**config.mk**
```make
export PLATFORM = sky130hd
export DESIGN_NAME = wb_byte_loader
export DESIGN_NICKNAME = d
export VERILOG_FILES = /design/src/rtl/wb_byte_loader.sv
export SDC_FILE = /design/constraint.sdc
export NUM_CORES = 1
export LEC_CHECK = 0
export BUFFER_PORTS_ARGS = -buffer_cell sky130_fd_sc_hd__buf_2
export CAP_MARGIN = 20
export CORE_UTILIZATION = 58
export CTS_BUF_LIST = sky130_fd_sc_hd__clkbuf_8
export CTS_CLUSTER_SIZE = 14
export DETAILED_ROUTE_END_ITERATION = 6
export PLACE_DENSITY = 0.87
export RECOVER_POWER = 25
export SYNTH_ARGS = -nofsm -noshare
export SYNTH_HDL_FRONTEND = slang
export SYNTH_SLANG_ARGS = --single-unit
```
**constraint.sdc**
```tcl
create_clock -name i_wb_clk -period 5.2 [get_ports i_wb_clk]
set_input_delay 0 -clock i_wb_clk [delete_from_list [all_inputs] [get_ports i_wb_clk]]
set_output_delay 0 -clock i_wb_clk [all_outputs]
set_load 0.01 [all_outputs]
```
**src/rtl/wb_byte_loader.sv**
```systemverilog
// Wishbone initiator that packs a byte stream little-endian into 32-bit words
// and writes each touched word with the matching byte-lane enables.
module wb_byte_loader #(
  parameter int depth = 256,
  parameter int aw    = $clog2(depth)
) (
  input  logic          i_wb_clk,
  input  logic          i_wb_rst,
  input  logic          i_start,
  input  logic [aw-1:0] i_base_adr,
  input  logic [aw:0]   i_len,
  input  logic [7:0]    i_byte,
  input  logic          i_byte_valid,
  output logic          o_byte_ready,
  output logic          o_busy,
  output logic          o_done,
  output logic [aw-1:0] o_wb_adr,
  output logic [31:0]   o_wb_dat,
  output logic [3:0]    o_wb_sel,
  output logic          o_wb_we,
  output logic          o_wb_cyc,
  output logic          o_wb_stb,
  input  logic          i_wb_ack
);

  localparam logic [1:0] S_IDLE  = 2'd0;
  localparam logic [1:0] S_FILL  = 2'd1;
  localparam logic [1:0] S_WRITE = 2'd2;
  localparam logic [1:0] S_DONE  = 2'd3;

  logic [1:0]    state;
  logic [aw-1:0] ptr;
  logic [aw-1:0] adr;
  logic [aw:0]   rem;
  logic [31:0]   dat;
  logic [3:0]    sel;
  logic [1:0]    lane;

  assign lane = ptr[1:0];

  always_ff @(posedge i_wb_clk) begin
    if (i_wb_rst) begin
      state <= S_IDLE;
      ptr   <= '0;
      adr   <= '0;
      rem   <= '0;
      dat   <= '0;
      sel   <= '0;
    end else begin
      case (state)
        S_IDLE: begin
          if (i_start) begin
            ptr   <= i_base_adr;
            rem   <= i_len;
            state <= (i_len != '0) ? S_FILL : S_DONE;
          end
        end
        S_FILL: begin
          if (i_byte_valid) begin
            dat[{lane, 3'b000} +: 8] <= i_byte;
            sel[lane]                <= 1'b1;
            // Word address comes from the pre-increment pointer, so a word
            // split by the address wrap flushes at the top word first.
            adr <= {ptr[aw-1:2], 2'b00};
            ptr <= ptr + aw'(1);
            rem <= rem - (aw+1)'(1);
            if (lane == 2'd3 || rem == (aw+1)'(1))
              state <= S_WRITE;
          end
        end
        S_WRITE: begin
          if (i_wb_ack) begin
            sel   <= '0;
            dat   <= '0;
            state <= (rem != '0) ? S_FILL : S_DONE;
          end
        end
        S_DONE:  state <= S_IDLE;
        default: state <= S_IDLE;
      endcase
    end
  end

  assign o_byte_ready = (state == S_FILL);
  assign o_busy       = (state != S_IDLE);
  assign o_done       = (state == S_DONE);
  assign o_wb_cyc     = (state == S_WRITE);
  assign o_wb_stb     = o_wb_cyc;
  assign o_wb_we      = o_wb_cyc;
  assign o_wb_adr     = adr;
  assign o_wb_dat     = dat;
  assign o_wb_sel     = sel;

endmodule

```
Yosys cells after proc, flatten, opt, wreduce, memory -nomap -nowiden --
Index checks and enable logic that the tools add are counted.
Storage, ports and cells: output and inout port bits 50, logic and storage cells 57, ROM bits 0, memories kept 0, bits of input ports 30, latch bits 0, bits in registers 61, memory bits (writable) 0
Operators by class: $add $sub $neg 3, bitwise logic cells 1, divide/modulo/power cells 0, $lt $le $gt $ge 2, $mul 0, reduce and logical (&&, ||, !) cells 12, multiplexer cells 22, equality and inequality tests 9, shifts and indexed selects 2
Operator list (count):
- two-way mux 32 bit | 2
- case mux 32 bit (2 select lines) | 1
- bitwise mux 32 bit | 1
- variable shift 8 x 7 -> 32 bit (first input constant) | 1
- variable part select 8 x 7 -> 32 bit | 1
- two-way mux 9 bit | 2
- case mux 9 bit (2 select lines) | 1
- nonzero test 9 bit | 2
- two-way mux 8 bit | 2
- case mux 8 bit (2 select lines) | 1
- two-way mux 2 bit | 6
- equality test 9 x 1 -> 1 bit (second input constant) | 1
- subtractor 9 x 1 -> 9 bit (second input constant) | 1
- adder 8 x 1 -> 8 bit (second input constant) | 1
- two-way mux 4 bit | 2
- case mux 2 bit (4 select lines) | 1
- case mux 4 bit (2 select lines) | 1
- negator 5 -> 7 bit | 1
- equality test 2 bit (second input constant) | 3
- AND reduction 3 bit | 2
- nonzero test 2 bit | 3
- != test 2 x 1 -> 1 bit (second input constant) | 2
- != test 2 bit (second input constant) | 2
- OR 4 bit | 1
- 10 further kinds | 10

Logic depth before layout (Yosys ltp) --
Gate-level depths: netlist of the first run.
depth after elaboration 7, depth in mapped cells 7, depth with buffers taken out 6

Worst setup path after synthesis of the first run --
Ideal clock, no wire load.
kind register to register, from register ptr[0], to register dat[16], in the netlist o_wb_dat[16], setup slack 3.342 ns, arrival 1.787 ns, setup time 0.070 ns, data required time 5.130 ns, stages on the path, launching flop included 8, path buffers 1, clock period less this slack 1.858 ns, path through dfxtp_1 > buf_2 > inv_1 > ha_1 > nand2b_1 > nor4b_4 > nand3_1 > a21oi_1
On the way: cells in the longest elaborated chain, start to end 5, elaborated cells between the ends (all ways) 6, classes of those cells add/sub (1); shift (2); mux (3)
RTL lines:
- start, declared | RTL line 32 | logic [aw-1:0] ptr;
- start signal, assigned | RTL line 53 | ptr <= i_base_adr;
- start signal, assigned | RTL line 65 | ptr <= ptr + aw'(1);
- negator 5 -> 7 bit * | RTL line 60 | dat[{lane, 3'b000} +: 8] <= i_byte;
- variable part select 8 x 7 -> 32 bit / variable shift 8 x 7 -> 32 bit (equally long branches) | RTL line 60
- bitwise mux 32 bit * | RTL line 60
- two-way mux 32 bit * | RTL line 59 | if (i_byte_valid) begin
- case mux 32 bit (2 select lines) * | RTL line 50 | case (state)
- end signal, assigned by index | RTL line 60
- end, declared | RTL line 35 | logic [31:0] dat;
Mark *: on every way between the ends. The rest lies on a longest branch, timed or not. The select of a mux whose other input is x is not followed. A chain may end at the register's enable or synchronous reset.

Worst setup path after layout of the first run --
from register state[0], to register dat[12], in the netlist o_wb_dat[12]
On the way: cells in the longest elaborated chain, start to end 3, elaborated cells between the ends (all ways) 7, classes of those cells eq/ne (4); mux (1); reduce/logical (2)
RTL lines:
- start, declared | RTL line 31 | logic [1:0] state;
- start signal, assigned | RTL line 55 | state <= (i_len != '0) ? S_FILL : S_DONE;
- start signal, assigned | RTL line 75 | state <= (rem != '0) ? S_FILL : S_DONE;
- equality test 2 bit / equality test 2 x 1 -> 1 bit (equally long branches) | RTL line 50
- != test 2 x 1 -> 1 bit (no line), or another cell as far along
- AND reduction 3 bit (no line)
Parallel ways exist; a longest one is shown, timed or not.

==> results of run 1 <==
-- logic make-up (layout without fill, tap and decap cells) --
| family | Yosys count | after routing |
|---|---|---|
| DFF | 61 | 61 |
| and+or+nand+nor | 156 | 156 |
| muxes | 4 | 4 |
| adders and majority gates | 8 | 8 |
| AOI/OAI and AO/OA | 102 | 102 |
| other | 1 | 2 |
| buffers and inverters | 35 | 115 |
-- placed cells by master, fill, tap and decap left out, types with 2 or more instances in the layout --
| master | count |
|---|---|
| a21oi_1 | 62 |
| dfxtp_1 | 61 |
| nand2_1 | 60 |
| buf_2 | 50 |
| nand3_1 | 40 |
| clkbuf_1 | 27 |
| nor2_1 | 16 |
| dlygate4sd3_1 | 13 |
| clkbuf_8 | 11 |
| nor3_1 | 10 |
| inv_1 | 9 |
| ha_1 | 8 |
| a21o_1 | 7 |
| a211oi_1 | 6 |
| nor2b_1 | 5 |
| nand2b_1 | 5 |
| o21ai_1 | 4 |
| a21oi_2 | 4 |
| and4_1 | 3 |
| o21ai_0 | 3 |
| o41ai_1 | 3 |
| a211o_1 | 2 |
| and3b_1 | 2 |
| nor4_4 | 2 |
| nor4_1 | 2 |
| a311oi_1 | 2 |
| and3_1 | 2 |
| mux2_2 | 2 |
| conb_1 | 2 |
| clkinv_2 | 2 |
-- repair_timing --
item | 4_1_cts | 5_1_grt
hold buffers | 13 | 0
endpoints found under the setup margin | 0 | 0
hold endpoints to repair | 35 | 0
gates resized for setup | 0 | 0
-- worst max-delay path, stage by stage (launching register included) --
cell and delay, ns:
dfxtp_1 0.86, and3b_1 0.73, a21o_1 0.37, nand3_1 0.11, a21oi_1 0.23
-- metal layers --
metal | wire [µm] | GRT usage [%] | part of all wire [%] | up-vias
li1 | - | - | - | 1446
met1 | 3420 | 39.9 | 43 | 1409
met2 | 3550 | 46.0 | 45 | 154
met3 | 641 | 6.58 | 8.1 | 30
met4 | 267 | 17.1 | 3.4 | 0
met5 | 0 | 0 | 0 | -
-- cell type report --
| type | instances | area (µm²) |
|---|---|---|
| tap | 67 | 83.8 |
| inverter | 10 | 37.5 |
| sequential | 61 | 1220 |
| timing repair buffer | 90 | 482 |
| fill | 395 | 1220 |
| clock buffer | 11 | 151 |
| multi-input combinational | 272 | 1580 |
| clock inverter | 4 | 47.5 |
-- report_power, final --
part	switching, mW	total (mW)	internal, mW	leakage (nW)
logic	0.172	0.280	0.107	0.829
clock network	0.183	0.426	0.243	0.101
registers	0.0453	0.543	0.497	0.496
-- registers in the layout (all words and copies together) (netlist names) --
name,flops
state,2
ptr,8
rem,9
o_wb_adr,6
o_wb_sel,4
o_wb_dat,32
-- path summary, 6_finish.rpt --
| check | start | end | slack [ns] | depth (start not counted) |
|---|---|---|---|---|
| worst max-delay path | state[0] | o_wb_dat[12] | 2.80 | 4 |
| worst min-delay path | i_len[6] | rem[6] | 0.02 | 3 |
| worst max register to register | state[0] | o_wb_dat[12] | 2.80 | 4 |
| worst min register to register | o_wb_dat[0] | o_wb_dat[0] | 0.45 | 2 |
-- through the flow --
stage	hold WS, ns	util [%]
floorplan	0.152	-
global placement	0.273	68.6
CTS	0.0117	75.5
detailed placement	0.292	68.6
finish	0.0167	74.8
global route	0.0435	74.8
==> results.sh, run 1 <==
export IMPL_power_total_mw=1.25
export IMPL_dp_slack_ns=2.92
export IMPL_fmax_ghz=0.417
export IMPL_avgViaCountPerCell=5.90
export IMPL_die_x_um=73.4
export IMPL_synthAdderAreaFrac_pct=3.39
export IMPL_period_share_pct=46.1
export IMPL_hold_viol=0
export IMPL_max_cap_viol_count=0
export IMPL_p_per_area_mw_per_mm2=347
export IMPL_yosysSeqAreaShare_pct=41.3
export IMPL_slew_headroom_pct=26.9
export IMPL_cts_setup_buffers=0
export IMPL_dp_hpwl_um=5100
export IMPL_grt_ovfl_total=0
export IMPL_wl_per_cell_um=15.3
export IMPL_slew_viol_final=0
export IMPL_place_congestion=0.946
export IMPL_io_pin_count=80
export IMPL_synth_distinct_cells=49
export IMPL_setup_violations=0
export IMPL_dr_pass1_iters=5
export IMPL_netlist_area_mm2=0.00296
export IMPL_h_tree_depth=3
export IMPL_worstMarginPinSlew_ns=1.10
export IMPL_cp_end_kind="flop"
export IMPL_status="finished clean"
export IMPL_rsz0062_at_grt="false"
export IMPL_core_mm2=0.00482
export IMPL_muxShareOfSynthArea_pct=1.48
export IMPL_cp_arrival_ns=2.64
export IMPL_synth_compound_area_share_pct=21.0
export IMPL_cts_root_buf="clkbuf_8"
export IMPL_fp_dieArea_mm2=0.00538
export IMPL_via_count=3039
export IMPL_synth_most_common_cell="a21oi_1"
export IMPL_ir_drop_mv=0.250
export IMPL_cts_tree="yes"
export IMPL_synth_area_top_cells="dfxtp_1 41%, a21oi_1 10%, nand2_1 7.6%"
export IMPL_grt_pass1_vias=2659
export IMPL_worst_setup_path_start_kind="flop"
export IMPL_grt_start_max_net_pins=62
export IMPL_place_port_buffers=77
export IMPL_final_setup_tns_ns=0
export IMPL_grt_pass1_wl_um=12400
export IMPL_synth_top_family_by_area="simple AND/OR/NAND/NOR gates"
export IMPL_cts_buffers=9
export IMPL_fin_area_mm2=0.00360
export IMPL_drt_total_wl_um=7880
export IMPL_clk_latency_ns=0.33
export IMPL_period_minus_slack_ns=2.40
export IMPL_dpl_cell_area_mm2=0.00331
export IMPL_placed_cells=487
export IMPL_layout_drive_gt1_share_pct=18.1
export IMPL_synthFlopType="dfxtp_1"
export IMPL_area_growth_pct=21.8
export IMPL_final_setup_worst_slack_ns=2.80
export IMPL_hold_class="input pin to flop"
export IMPL_clock_sinks=61
export IMPL_synth_async_sr_flop_share_pct=0
export IMPL_grt_use_total_pct=30.3
export IMPL_clk_pin_slew_ns=0.07
export IMPL_finalClockSkew_ns=0.00541
export IMPL_ant_nets=0
export IMPL_start_util_pct=61.4
export IMPL_die_y_um=73.4
export IMPL_final_nets=482
export IMPL_synth_area_per_cell_um2=8.05
export IMPL_clk_path_buf_depth=2
export IMPL_initialDrtViolationCount=353
export IMPL_yosysTopAreaCell="dfxtp_1"
export IMPL_netlist_instances=367
export IMPL_synth_top_cell_area_share_pct=41.3
export IMPL_synth_xor_area_share_pct=0
export IMPL_diodes=0
export IMPL_required_ns=5.44
export IMPL_synth_edf_count=0
export IMPL_row_count=25
export IMPL_antenna_found_initial=0
export IMPL_synthTopCellsByCount="62 x a21oi_1, 61 x dfxtp_1, 60 x nand2_1"
export IMPL_p_leak_nw=1.43
export IMPL_finalNonFillerCells=515
export IMPL_yosysWarnings=0
export IMPL_drc=0
export IMPL_worstSetupPathType="flop to flop"
export IMPL_worstPathMaxFanout=26
export IMPL_ys_ff_latch=61
export IMPL_synth_simple_area_share_pct=27.3
Note: power is estimated with default switching activity, not from simulation.
==> run 2: changes to the inputs <==
--- a/config.mk
+++ b/config.mk
@@ -7,11 +7,11 @@
 export LEC_CHECK = 0
 export BUFFER_PORTS_ARGS = -buffer_cell sky130_fd_sc_hd__buf_2
 export CAP_MARGIN = 20
-export CORE_UTILIZATION = 58
+export CORE_UTILIZATION = 49
 export CTS_BUF_LIST = sky130_fd_sc_hd__clkbuf_8
 export CTS_CLUSTER_SIZE = 14
 export DETAILED_ROUTE_END_ITERATION = 6
-export PLACE_DENSITY = 0.87
+export PLACE_DENSITY = 0.78
 export RECOVER_POWER = 25
 export SYNTH_ARGS = -nofsm -noshare
 export SYNTH_HDL_FRONTEND = slang
==> constraint.sdc (replaced) <==
create_clock -name i_wb_clk -period 2.15 [get_ports i_wb_clk]
set_input_delay 0 -clock i_wb_clk [delete_from_list [all_inputs] [get_ports i_wb_clk]]
set_output_delay 0 -clock i_wb_clk [all_outputs]
set_load 0.01 [all_outputs]
==> run 2 against run 1 <==
Effect of this change:
- critical endpoint is now o_wb_dat[15]
- sequential power is 140% higher
- critical path depth is 2 higher
- largest power group unchanged
- sequential cell count stayed put
- routed wire length is 2.2% higher
- first-iteration DRC count is 53% lower
- highest routed layer unchanged
- maximum frequency is 20% higher
- combinational power grew to 2.6 times the previous value
==> results.sh, run 2 (synthesis results as in run 1) <==
export IMPL_clk_pin_slew_ns=0.08
export IMPL_dp_hpwl_um=5400
export IMPL_p_per_area_mw_per_mm2=814
export IMPL_fp_dieArea_mm2=0.00635
export IMPL_cts_buffers=9
export IMPL_wl_met1_um=3610
export IMPL_grt_use_total_pct=26.7
export IMPL_cp_end_kind="flop"
export IMPL_drc=0
export IMPL_largest_reg_flops=32
export IMPL_dpl_cell_area_mm2=0.00337
export IMPL_endpoint="o_wb_dat[15]"
export IMPL_post_cts_resized=0
export IMPL_grt_ovfl_total=0
export IMPL_ant_nets=0
export IMPL_slew_viol_final=0
export IMPL_final_cell_mix="62 x a21oi_1, 61 x dfxtp_1, 60 x nand2_1"
export IMPL_rsz0062_at_grt="false"
export IMPL_clock_sinks=61
export IMPL_finalClockSkew_ns=0.0113
export IMPL_hold_viol=0
export IMPL_cp_startpoint="ptr[1]"
export IMPL_final_nets=491
export IMPL_clk_path_buf_depth=2
export IMPL_grt_pass1_wl_um=13000
export IMPL_wl_per_cell_um=15.2
export IMPL_r2r_start="ptr[1]"
export IMPL_avgViaCountPerCell=5.61
export IMPL_core_mm2=0.00568
export IMPL_die_x_um=79.7
export IMPL_power_total_mw=2.98
export IMPL_final_setup_tns_ns=0
export IMPL_fmax_ghz=0.500
export IMPL_r2r_end="o_wb_dat[15]"
export IMPL_p_leak_nw=1.47
export IMPL_rr_worst_depth=6
export IMPL_worstPathMaxFanout=8
export IMPL_clk_latency_ns=0.35
export IMPL_required_ns=2.43
export IMPL_antenna_found_initial=0
export IMPL_ir_drop_mv=0.470
export IMPL_final_common_cell="a21oi_1"
export IMPL_reg2reg_slack_ns=0.15
export IMPL_start_util_pct=52.1
export IMPL_h_tree_depth=3
export IMPL_period_share_pct=93.1
export IMPL_top_layer="met4"
export IMPL_wl_met3_um=545
export IMPL_slew_headroom_pct=51.3
export IMPL_dp_slack_ns=0.197
export IMPL_place_congestion=0.792
export IMPL_max_cap_viol_count=0
export IMPL_cts_root_buf="clkbuf_8"
export IMPL_hold_class="input pin to flop"
export IMPL_initialDrtViolationCount=165
export IMPL_layout_drive_gt1_share_pct=19.4
export IMPL_cts_setup_buffers=0
export IMPL_via_count=2974
export IMPL_row_count=27
export IMPL_diodes=0
export IMPL_setup_violations=0
export IMPL_worstMarginPinSlew_ns=0.731
export IMPL_grt_start_max_net_pins=39
export IMPL_io_pin_count=80
export IMPL_worst_setup_path_start_kind="flop"
export IMPL_period_minus_slack_ns=2.00
export IMPL_cts_tree="yes"
export IMPL_final_setup_worst_slack_ns=0.148
export IMPL_wl_met2_um=3710
export IMPL_grt_pass1_vias=2754
export IMPL_area_growth_pct=24.0
export IMPL_drt_total_wl_um=8050
export IMPL_place_port_buffers=77
export IMPL_die_y_um=79.7
export IMPL_status="finished clean"
export IMPL_cp_arrival_ns=2.28
export IMPL_worstSetupPathType="flop to flop"
export IMPL_fin_area_mm2=0.00367
export IMPL_dr_pass1_iters=5
==> run 2: cell types whose count changed in the layout (fill, tap and decap cells not counted), sizes merged <==
cell / before / now
clkinvlp: 1 / 0
clkinv: 2 / 3
inv: 10 / 11
dlygate4sd3: 13 / 14
clkbuf: 38 / 39
bufinv: 1 / 0
buf: 50 / 58
==> run 2: metrics by stage <==
stage	hold slack, ns	util (%)	cells
2_1_floorplan	0.152	-	368
3_3_place_gp	0.274	59.4	500
3_5_place_dp	0.297	59.4	500
4_1_cts	0.0133	65.2	530
5_1_grt	0.0256	64.6	530
6_report	0.0199	64.6	530
==> run 2: cell type report <==
class                           instances  area, µm²
Clock buffer                           12        165
Clock inverter                          4       22.5
Inverter                               10       37.5
Multi-Input combinational cell        272       1580
Sequential cell                        61       1220
Timing Repair Buffer                   99        552
Fill cell                             508       2010
Tap cell                               72       90.1
==> run 2: layer usage <==
metal  up-vias  GRT usage (%)
met4         0           12.4
li1       1469              -
met5         -              0
met2       143           43.2
met1      1346           34.4
met3        16           4.46
==> run 2: how the worst min path moves through the flow <==
stage	to	startpoint	depth (start not counted)	slack [ns]
CTS	rem[0]	i_len[0]	3	0.01
global route	ptr[6]	i_base_adr[6]	3	0.03
global placement	ptr[5]	i_base_adr[5]	3	0.27
detailed placement	ptr[1]	i_base_adr[1]	3	0.30
floorplan	o_wb_dat[0]	i_byte[0]	2	0.15
finish	ptr[0]	i_base_adr[0]	3	0.02
==> run 2: repair_timing <==
action,4_1_cts,5_1_grt
hold endpoints to repair,36,0
setup endpoints to repair,0,0
hold buffers,14,0
==> run 2: power by group <==
part	leakage, nW	internal (mW)	total, mW	switching, mW
clock network	0.104	0.507	0.960	0.453
logic	0.873	0.287	0.731	0.444
registers	0.496	1.20	1.29	0.0901
==> run 2: worst max-delay path, stage by stage, from the launching register on <==
cell and delay [ns]:
dfxtp_1 0.41, inv_1 0.11, ha_1 0.43, nand2b_1 0.16, nor3_2 0.48, nand3_1 0.18
a21oi_1 0.18
